`src/rtl/mem_port_arbiter_if.sv`:
```
// Bundle of requester-side and memory-side signals around the shared memory port.
// slave = arbiter view, master = CPU/loader/memory side view.
interface mem_port_arbiter_if #(parameter int AW = 8);
  logic          enable;
  logic          dbg_lock;
  // instruction fetch
  logic          if_req;
  logic [AW-1:0] if_addr;
  logic          if_gnt;
  logic          if_rvalid;
  logic          if_stall;
  // data access
  logic          mem_req;
  logic          mem_we_i;
  logic [AW-1:0] mem_addr_i;
  logic [15:0]   mem_wdata_i;
  logic          mem_gnt;
  logic          mem_rvalid;
  logic          mem_stall;
  // debug / loader
  logic          dbg_req;
  logic          dbg_we;
  logic [AW-1:0] dbg_addr;
  logic [15:0]   dbg_wdata;
  logic          dbg_gnt;
  logic          dbg_rvalid;
  // shared return bus and memory macro side
  logic [15:0]   rdata;
  logic          mem_en;
  logic          mem_we;
  logic [AW-1:0] mem_addr;
  logic [15:0]   mem_wdata;
  logic [15:0]   mem_rdata;

  modport slave (
    input  enable, dbg_lock,
    input  if_req, if_addr,
    output if_gnt, if_rvalid, if_stall,
    input  mem_req, mem_we_i, mem_addr_i, mem_wdata_i,
    output mem_gnt, mem_rvalid, mem_stall,
    input  dbg_req, dbg_we, dbg_addr, dbg_wdata,
    output dbg_gnt, dbg_rvalid,
    output rdata, mem_en, mem_we, mem_addr, mem_wdata,
    input  mem_rdata
  );

  modport master (
    output enable, dbg_lock,
    output if_req, if_addr,
    input  if_gnt, if_rvalid, if_stall,
    output mem_req, mem_we_i, mem_addr_i, mem_wdata_i,
    input  mem_gnt, mem_rvalid, mem_stall,
    output dbg_req, dbg_we, dbg_addr, dbg_wdata,
    input  dbg_gnt, dbg_rvalid,
    input  rdata, mem_en, mem_we, mem_addr, mem_wdata,
    output mem_rdata
  );
endinterface

```
`src/rtl/mem_port_arbiter.sv`:
```
// Three-way arbiter (IF / MEM / DBG) for one single-port synchronous memory.
// Grants and memory command are combinational; read returns are tagged with
// their owner through an RD_LAT-deep pipeline so data comes back to the right
// requester. IF is promoted over MEM after STARVE_MAX consecutive denials.
module mem_port_arbiter #(
  parameter int AW         = 8,
  parameter int RD_LAT     = 2,
  parameter int STARVE_MAX = 3
) (
  input logic             clk,
  input logic             reset,
  mem_port_arbiter_if.slave bus
);
  localparam int SW = $clog2(STARVE_MAX + 1);
  localparam logic [1:0] OWN_IF  = 2'd0;
  localparam logic [1:0] OWN_MEM = 2'd1;
  localparam logic [1:0] OWN_DBG = 2'd2;

  logic [SW-1:0]               r_starve;
  logic [RD_LAT-1:0]           r_tag_vld;
  logic [RD_LAT-1:0][1:0]      r_tag_own;
  logic [15:0]                 r_rdata;

  logic                        w_if_pri;
  logic                        w_gnt_if, w_gnt_mem, w_gnt_dbg;
  logic                        w_rd_gnt;
  logic [1:0]                  w_own;
  logic                        w_ret_vld;
  logic [1:0]                  w_ret_own;

  assign w_if_pri = (r_starve == SW'(STARVE_MAX));

  // Priority select: lock restricts to DBG; starvation swaps IF above MEM.
  always_comb begin
    w_gnt_if  = 1'b0;
    w_gnt_mem = 1'b0;
    w_gnt_dbg = 1'b0;
    if (bus.enable) begin
      if (bus.dbg_lock)                w_gnt_dbg = bus.dbg_req;
      else if (bus.dbg_req)            w_gnt_dbg = 1'b1;
      else if (w_if_pri && bus.if_req) w_gnt_if  = 1'b1;
      else if (bus.mem_req)            w_gnt_mem = 1'b1;
      else if (bus.if_req)             w_gnt_if  = 1'b1;
    end
  end

  // Memory command mux from the winner; idle command is all zeros.
  always_comb begin
    bus.mem_en    = 1'b0;
    bus.mem_we    = 1'b0;
    bus.mem_addr  = '0;
    bus.mem_wdata = '0;
    w_own         = OWN_IF;
    w_rd_gnt      = 1'b0;
    if (w_gnt_dbg) begin
      bus.mem_en    = 1'b1;
      bus.mem_we    = bus.dbg_we;
      bus.mem_addr  = bus.dbg_addr;
      bus.mem_wdata = bus.dbg_wdata;
      w_own         = OWN_DBG;
      w_rd_gnt      = ~bus.dbg_we;
    end else if (w_gnt_mem) begin
      bus.mem_en    = 1'b1;
      bus.mem_we    = bus.mem_we_i;
      bus.mem_addr  = bus.mem_addr_i;
      bus.mem_wdata = bus.mem_wdata_i;
      w_own         = OWN_MEM;
      w_rd_gnt      = ~bus.mem_we_i;
    end else if (w_gnt_if) begin
      bus.mem_en    = 1'b1;
      bus.mem_addr  = bus.if_addr;
      w_own         = OWN_IF;
      w_rd_gnt      = 1'b1;
    end
  end

  assign bus.if_gnt    = w_gnt_if;
  assign bus.mem_gnt   = w_gnt_mem;
  assign bus.dbg_gnt   = w_gnt_dbg;
  assign bus.if_stall  = bus.if_req  & ~w_gnt_if;
  assign bus.mem_stall = bus.mem_req & ~w_gnt_mem;

  // IF starvation counter: saturating count of denied enabled IF cycles.
  always_ff @(posedge clk or negedge reset) begin
    if (!reset)                          r_starve <= '0;
    else if (bus.enable) begin
      if (!bus.if_req || w_gnt_if)       r_starve <= '0;
      else if (!w_if_pri)                r_starve <= r_starve + SW'(1);
    end
  end

  // Owner tag pipeline: stage RD_LAT-1 lines up with mem_rdata of that read.
  always_ff @(posedge clk or negedge reset) begin
    if (!reset) begin
      r_tag_vld <= '0;
      r_tag_own <= '0;
    end else begin
      r_tag_vld[0] <= w_rd_gnt;
      r_tag_own[0] <= w_own;
      for (int i = 1; i < RD_LAT; i++) begin
        r_tag_vld[i] <= r_tag_vld[i-1];
        r_tag_own[i] <= r_tag_own[i-1];
      end
    end
  end

  assign w_ret_vld = r_tag_vld[RD_LAT-1];
  assign w_ret_own = r_tag_own[RD_LAT-1];

  assign bus.if_rvalid  = w_ret_vld && (w_ret_own == OWN_IF);
  assign bus.mem_rvalid = w_ret_vld && (w_ret_own == OWN_MEM);
  assign bus.dbg_rvalid = w_ret_vld && (w_ret_own == OWN_DBG);

  // Return bus passes mem_rdata on a return and otherwise holds the last value.
  always_ff @(posedge clk or negedge reset) begin
    if (!reset)         r_rdata <= '0;
    else if (w_ret_vld) r_rdata <= bus.mem_rdata;
  end

  assign bus.rdata = w_ret_vld ? bus.mem_rdata : r_rdata;
endmodule

```
`src/flat_wrapper.sv`:
```
// flat-port wrapper written by rule: the top's interface ports become plain ports
module mem_port_arbiter_flat 
#(
  parameter int AW         = 8,
  parameter int RD_LAT     = 2,
  parameter int STARVE_MAX = 3
)
  (clk, reset, bus_enable, bus_dbg_lock, bus_if_req, bus_if_addr, bus_if_gnt, bus_if_rvalid, bus_if_stall, bus_mem_req, bus_mem_we_i, bus_mem_addr_i, bus_mem_wdata_i, bus_mem_gnt, bus_mem_rvalid, bus_mem_stall, bus_dbg_req, bus_dbg_we, bus_dbg_addr, bus_dbg_wdata, bus_dbg_gnt, bus_dbg_rvalid, bus_rdata, bus_mem_en, bus_mem_we, bus_mem_addr, bus_mem_wdata, bus_mem_rdata);
  mem_port_arbiter_if #(.AW(AW)) bus_i ();
  input logic clk;
  input logic reset;
  input wire logic [$bits(bus_i.enable)-1:0] bus_enable;
  input wire logic [$bits(bus_i.dbg_lock)-1:0] bus_dbg_lock;
  input wire logic [$bits(bus_i.if_req)-1:0] bus_if_req;
  input wire logic [$bits(bus_i.if_addr)-1:0] bus_if_addr;
  output wire logic [$bits(bus_i.if_gnt)-1:0] bus_if_gnt;
  output wire logic [$bits(bus_i.if_rvalid)-1:0] bus_if_rvalid;
  output wire logic [$bits(bus_i.if_stall)-1:0] bus_if_stall;
  input wire logic [$bits(bus_i.mem_req)-1:0] bus_mem_req;
  input wire logic [$bits(bus_i.mem_we_i)-1:0] bus_mem_we_i;
  input wire logic [$bits(bus_i.mem_addr_i)-1:0] bus_mem_addr_i;
  input wire logic [$bits(bus_i.mem_wdata_i)-1:0] bus_mem_wdata_i;
  output wire logic [$bits(bus_i.mem_gnt)-1:0] bus_mem_gnt;
  output wire logic [$bits(bus_i.mem_rvalid)-1:0] bus_mem_rvalid;
  output wire logic [$bits(bus_i.mem_stall)-1:0] bus_mem_stall;
  input wire logic [$bits(bus_i.dbg_req)-1:0] bus_dbg_req;
  input wire logic [$bits(bus_i.dbg_we)-1:0] bus_dbg_we;
  input wire logic [$bits(bus_i.dbg_addr)-1:0] bus_dbg_addr;
  input wire logic [$bits(bus_i.dbg_wdata)-1:0] bus_dbg_wdata;
  output wire logic [$bits(bus_i.dbg_gnt)-1:0] bus_dbg_gnt;
  output wire logic [$bits(bus_i.dbg_rvalid)-1:0] bus_dbg_rvalid;
  output wire logic [$bits(bus_i.rdata)-1:0] bus_rdata;
  output wire logic [$bits(bus_i.mem_en)-1:0] bus_mem_en;
  output wire logic [$bits(bus_i.mem_we)-1:0] bus_mem_we;
  output wire logic [$bits(bus_i.mem_addr)-1:0] bus_mem_addr;
  output wire logic [$bits(bus_i.mem_wdata)-1:0] bus_mem_wdata;
  input wire logic [$bits(bus_i.mem_rdata)-1:0] bus_mem_rdata;
  assign bus_i.enable = bus_enable;
  assign bus_i.dbg_lock = bus_dbg_lock;
  assign bus_i.if_req = bus_if_req;
  assign bus_i.if_addr = bus_if_addr;
  assign bus_if_gnt = bus_i.if_gnt;
  assign bus_if_rvalid = bus_i.if_rvalid;
  assign bus_if_stall = bus_i.if_stall;
  assign bus_i.mem_req = bus_mem_req;
  assign bus_i.mem_we_i = bus_mem_we_i;
  assign bus_i.mem_addr_i = bus_mem_addr_i;
  assign bus_i.mem_wdata_i = bus_mem_wdata_i;
  assign bus_mem_gnt = bus_i.mem_gnt;
  assign bus_mem_rvalid = bus_i.mem_rvalid;
  assign bus_mem_stall = bus_i.mem_stall;
  assign bus_i.dbg_req = bus_dbg_req;
  assign bus_i.dbg_we = bus_dbg_we;
  assign bus_i.dbg_addr = bus_dbg_addr;
  assign bus_i.dbg_wdata = bus_dbg_wdata;
  assign bus_dbg_gnt = bus_i.dbg_gnt;
  assign bus_dbg_rvalid = bus_i.dbg_rvalid;
  assign bus_rdata = bus_i.rdata;
  assign bus_mem_en = bus_i.mem_en;
  assign bus_mem_we = bus_i.mem_we;
  assign bus_mem_addr = bus_i.mem_addr;
  assign bus_mem_wdata = bus_i.mem_wdata;
  assign bus_i.mem_rdata = bus_mem_rdata;
  mem_port_arbiter #(.AW(AW), .RD_LAT(RD_LAT), .STARVE_MAX(STARVE_MAX)) u_core (.clk(clk), .reset(reset), .bus(bus_i));
endmodule
```
`config.mk`:
```
export PLATFORM = sky130hd
export DESIGN_NAME = mem_port_arbiter_flat
export DESIGN_NICKNAME = d
export VERILOG_FILES = /design/src/rtl/mem_port_arbiter_if.sv /design/src/rtl/mem_port_arbiter.sv /design/src/flat_wrapper.sv
export SDC_FILE = /design/constraint.sdc
export NUM_CORES = 1
export LEC_CHECK = 0
export CAP_MARGIN = 10
export CELL_PAD_IN_SITES_DETAIL_PLACEMENT = 1
export CELL_PAD_IN_SITES_GLOBAL_PLACEMENT = 1
export CORE_MARGIN = 10
export CORE_UTILIZATION = 20
export DETAILED_ROUTE_END_ITERATION = 7
export GPL_TIMING_DRIVEN = 0
export PLACE_DENSITY = 0.89
export REMOVE_ABC_BUFFERS = 1
export SLEW_MARGIN = 20
export SYNTH_ARGS = -nofsm -noshare
export SYNTH_HDL_FRONTEND = slang
export SYNTH_SLANG_ARGS = --single-unit
```
`constraint.sdc`:
```
create_clock -name clk -period 2 [get_ports clk]
set_input_delay 0.4 -clock clk [delete_from_list [all_inputs] [get_ports clk]]
set_output_delay 0.4 -clock clk [all_outputs]
set_load 0.1 [all_outputs]
```
==> summary.md <==
| Metric | Value |
|---|---|
| Status | finished, violations left |
| Violated checks | setup timing |
| Hpwl dp | 4930 µm |
| H-Tree Depth | 1 |
| Fin area | 0.00307 mm² |
| Leakage power | 1.34 nW |
| Post-synthesis share of cell area spent on xor and xnor gates | 0 |
| Compound-Gate Fraction of Synth Area | 0.207 |
| Starting Density | 0.206 |
| Drt drc | 0 |
| GRT overflow | 0 |
| Synth area leaders | dfrtp_1 46%, mux2_2 14%, a22o_1 11% |
| Core box area | 0.00631 mm² |
| Adder-Cell Fraction of Synth Area | 0.00963 |
| Max VDD drop | 0.433 mV |
| Crit-path max FO | 10 |
| Mean post-synth cell area | 12.0 µm² |
| Final Worst Setup Slack | -0.152 ns |
| Iter 0 DRT Violations | 24 |
| Mapped Area | 0.00130 mm² |
| CP max stage delay | 0.42 ns |
| WP data required | 1.60 ns |
| Share of layout cells above drive strength 1 | 0.404 |
| CP startpoint kind | register |
| Reg2reg end | u_core.r_starve[1] |
| Wire per inst | 20.2 µm |
| Critical path type | reg -> out |
| Die Width | 101 µm |
| Final net count | 329 |
| Simple-gate portion of the synthesized area | 0.133 |
| GRT Total Usage | 0.119 |
| DP Area | 0.00264 mm² |
| Area share of the largest cell type after synthesis | 0.462 |
| Crit end category | output pin |
| Worst R2R Setup Slack | 0.69 ns |
| Final Hold Viols | 0 |
| Max-slew violation count | 0 |
| CTS clk-pin slew, worst paths | 0.09 ns |
| Power density over the cells | 721 mW/mm² |
| Overall Power | 0.00221 W |
| Inserted Clock Buffers | 3 |
| Post-synth EDFFs | 0 |
| CTS root buffer | clkbuf_8 |
| FFs w/ async S/R, synth | 1.00 |
| Input/output buffers | 130 |
| Slowest CP cell | dfrtp_1 |
| WL final | 6520 µm |
| Largest net degree at the start of global routing | 25 |
| Maximum Capacitance Violations | 0 |
| Setup violators final | 26 |
| Std cell rows | 29 |
| Final Cycle Share | 1.08 |
| Most frequent cells in the layout | 74 x clkdlybuf4s50_1, 27 x buf_12, 23 x dfrtp_1 |
| CP Data Arrival Time | 1.75 ns |
| Clk_lat worst skew | 0.27 ns |
| Register bit total from synthesis | 24 |
| Vias per cell | 4.69 |
| IO Count | 131 |
| Clock tree buffer depth | 2 |
| Crit-path cells | ha_4 > nand2b_4 > nand3_4 > inv_6 > or3_4 > buf_12 |
| CTS tree | yes |
| Yosys warnings | 0 |
| Critical path origin | u_core.r_starve[1] |
| Main synth FF type | dfrtp_1 |
| Synth Instances | 108 |
| GP Congestion | 0.693 |
| Clock sink count | 24 |
| Largest area contributor in the netlist | dfrtp_1 |
| Die Ht | 101 µm |
| Syn-to-layout area delta | 136% |
| Worst-Margin Slew | 0.547 ns |
| Largest family of logic cells by synthesized area | compound AO/OA/AOI/OAI gates |
| Most common cell after layout, fill and taps aside | clkdlybuf4s50_1 |
| Antenna violations before repair | 0 |
| Max frequency | 465 MHz |
| Worst R2R Start | u_core.r_starve[1] |
| Post-route ant nets | 0 |
| Min cycle time layout | 2.15 ns |
| Die Footprint | 0.0101 mm² |
| R2R depth | 5 |
| Hold WC Path Type | in -> async |
| Diodes inserted | 0 |
| Post-Route Skew | 0.00947 ns |
| First-pass GRT wire length | 9800 µm |
| DRT Pass-1 Iters | 2 |
| Worst slew margin | 0.635 |
| Multiplexer share of the synthesized area | 0.139 |
| Via Count | 1511 |
| Vias in the first global route | 1762 |
| Hold_buf cts | 0 |
| Seq/Total Area, Yosys | 0.462 |
| Library cells used by synthesis | 28 |
| Unrepaired setup endpoints after global routing | yes |
## sequential cells by signal, indices dropped and copies added, names as in the netlist
signal	flops
u_core.r_tag_own	2
u_core.w_ret_own	2
u_core.r_starve	2
u_core.r_tag_vld	2
u_core.r_rdata	16
## through the flow
| step | util | cells | hold slack (ns) | worst slack (ns) | TNS, ns |
|---|---|---|---|---|---|
| finish | 0.486 | 322 | 0.110 | -0.152 | -2.34 |
| global route | 0.486 | 322 | 0.156 | -0.216 | -3.83 |
| CTS | 0.454 | 317 | 0.131 | -0.164 | -2.49 |
| detailed placement | 0.417 | 307 | 0.336 | -2.16 | -76.49 |
| global placement | 0.418 | 307 | 0.333 | -2.16 | -76.03 |
| floorplan | - | 100 | 0.104 | -1.34 | -35.20 |
## Yosys cell counts (all sizes together) (2+ instances only)
| library cell | instances |
|---|---|
| a31o | 2 |
| and3 | 12 |
| clkbuf | 2 |
| buf | 6 |
| dfrtp | 24 |
| and3b | 2 |
| a22o | 16 |
| nor3b | 2 |
| mux2 | 16 |
| nand2 | 4 |
| a221o | 8 |
## logic make-up (layout without fill, tap and decap cells)
kind of cell    Yosys count  count (layout)
buf+inv                  10             144
compound gates           30              30
mux                      16              16
simple gates             27              30
fa+ha+maj                 1               1
flops                    24              24
## layer usage
layer / part of all wire / track usage / up-vias
li1: - / - / 707
met1: 0.39 / 0.127 / 701
met2: 0.46 / 0.198 / 101
met3: 0.15 / 0.0789 / 2
met4: 0.00061 / 0.0163 / 0
met5: 0 / 0 / -
## worst max-delay path: cells and delay by family (launching register included)
kind	cells	cell delay, ns
simple gates	3	0.63
flops	1	0.42
buf+inv	2	0.25
fa+ha+maj	1	0.18
## power breakdown
part	switching, W	total (W)	internal (W)
combinational	0.000907	0.00134	0.000437
sequential	0.0000314	0.000588	0.000557
clock	0.000147	0.000281	0.000135
## worst max path at each step
| stage | cells past startpoint | slack, ns | endpoint |
|---|---|---|---|
| 4_1_cts | 6 | -0.16 | bus_mem_en |
| 3_3_place_gp | 5 | -2.16 | bus_mem_addr[0] |
| 3_5_place_dp | 5 | -2.16 | bus_mem_wdata[2] |
| 2_1_floorplan | 1 | -1.34 | bus_if_rvalid |
| 6_report | 6 | -0.15 | bus_mem_en |
| 5_1_grt | 5 | -0.22 | bus_mem_en |
## repair_timing
| item | 4_1_cts | 5_1_grt |
|---|---|---|
| resized for setup | 374 | 42 |
| pin swaps | 16 | 14 |
| buffers inserted | 4 | 5 |
| endpoints found under the hold margin | 0 | 0 |
| cloned | 3 | 0 |
| endpoints found under the setup margin | 50 | 46 |
## layout make-up
| cell class | count | area [µm²] |
|---|---|---|
| Fill cell | 644 | 3250 |
| Timing Repair Buffer | 139 | 1570 |
| Multi-Input combinational cell | 77 | 743 |
| Sequential cell | 24 | 604 |
| Tap cell | 77 | 96.3 |
| Clock buffer | 3 | 41.3 |
| Inverter | 2 | 13.8 |
(Power assumes the default switching activity.)
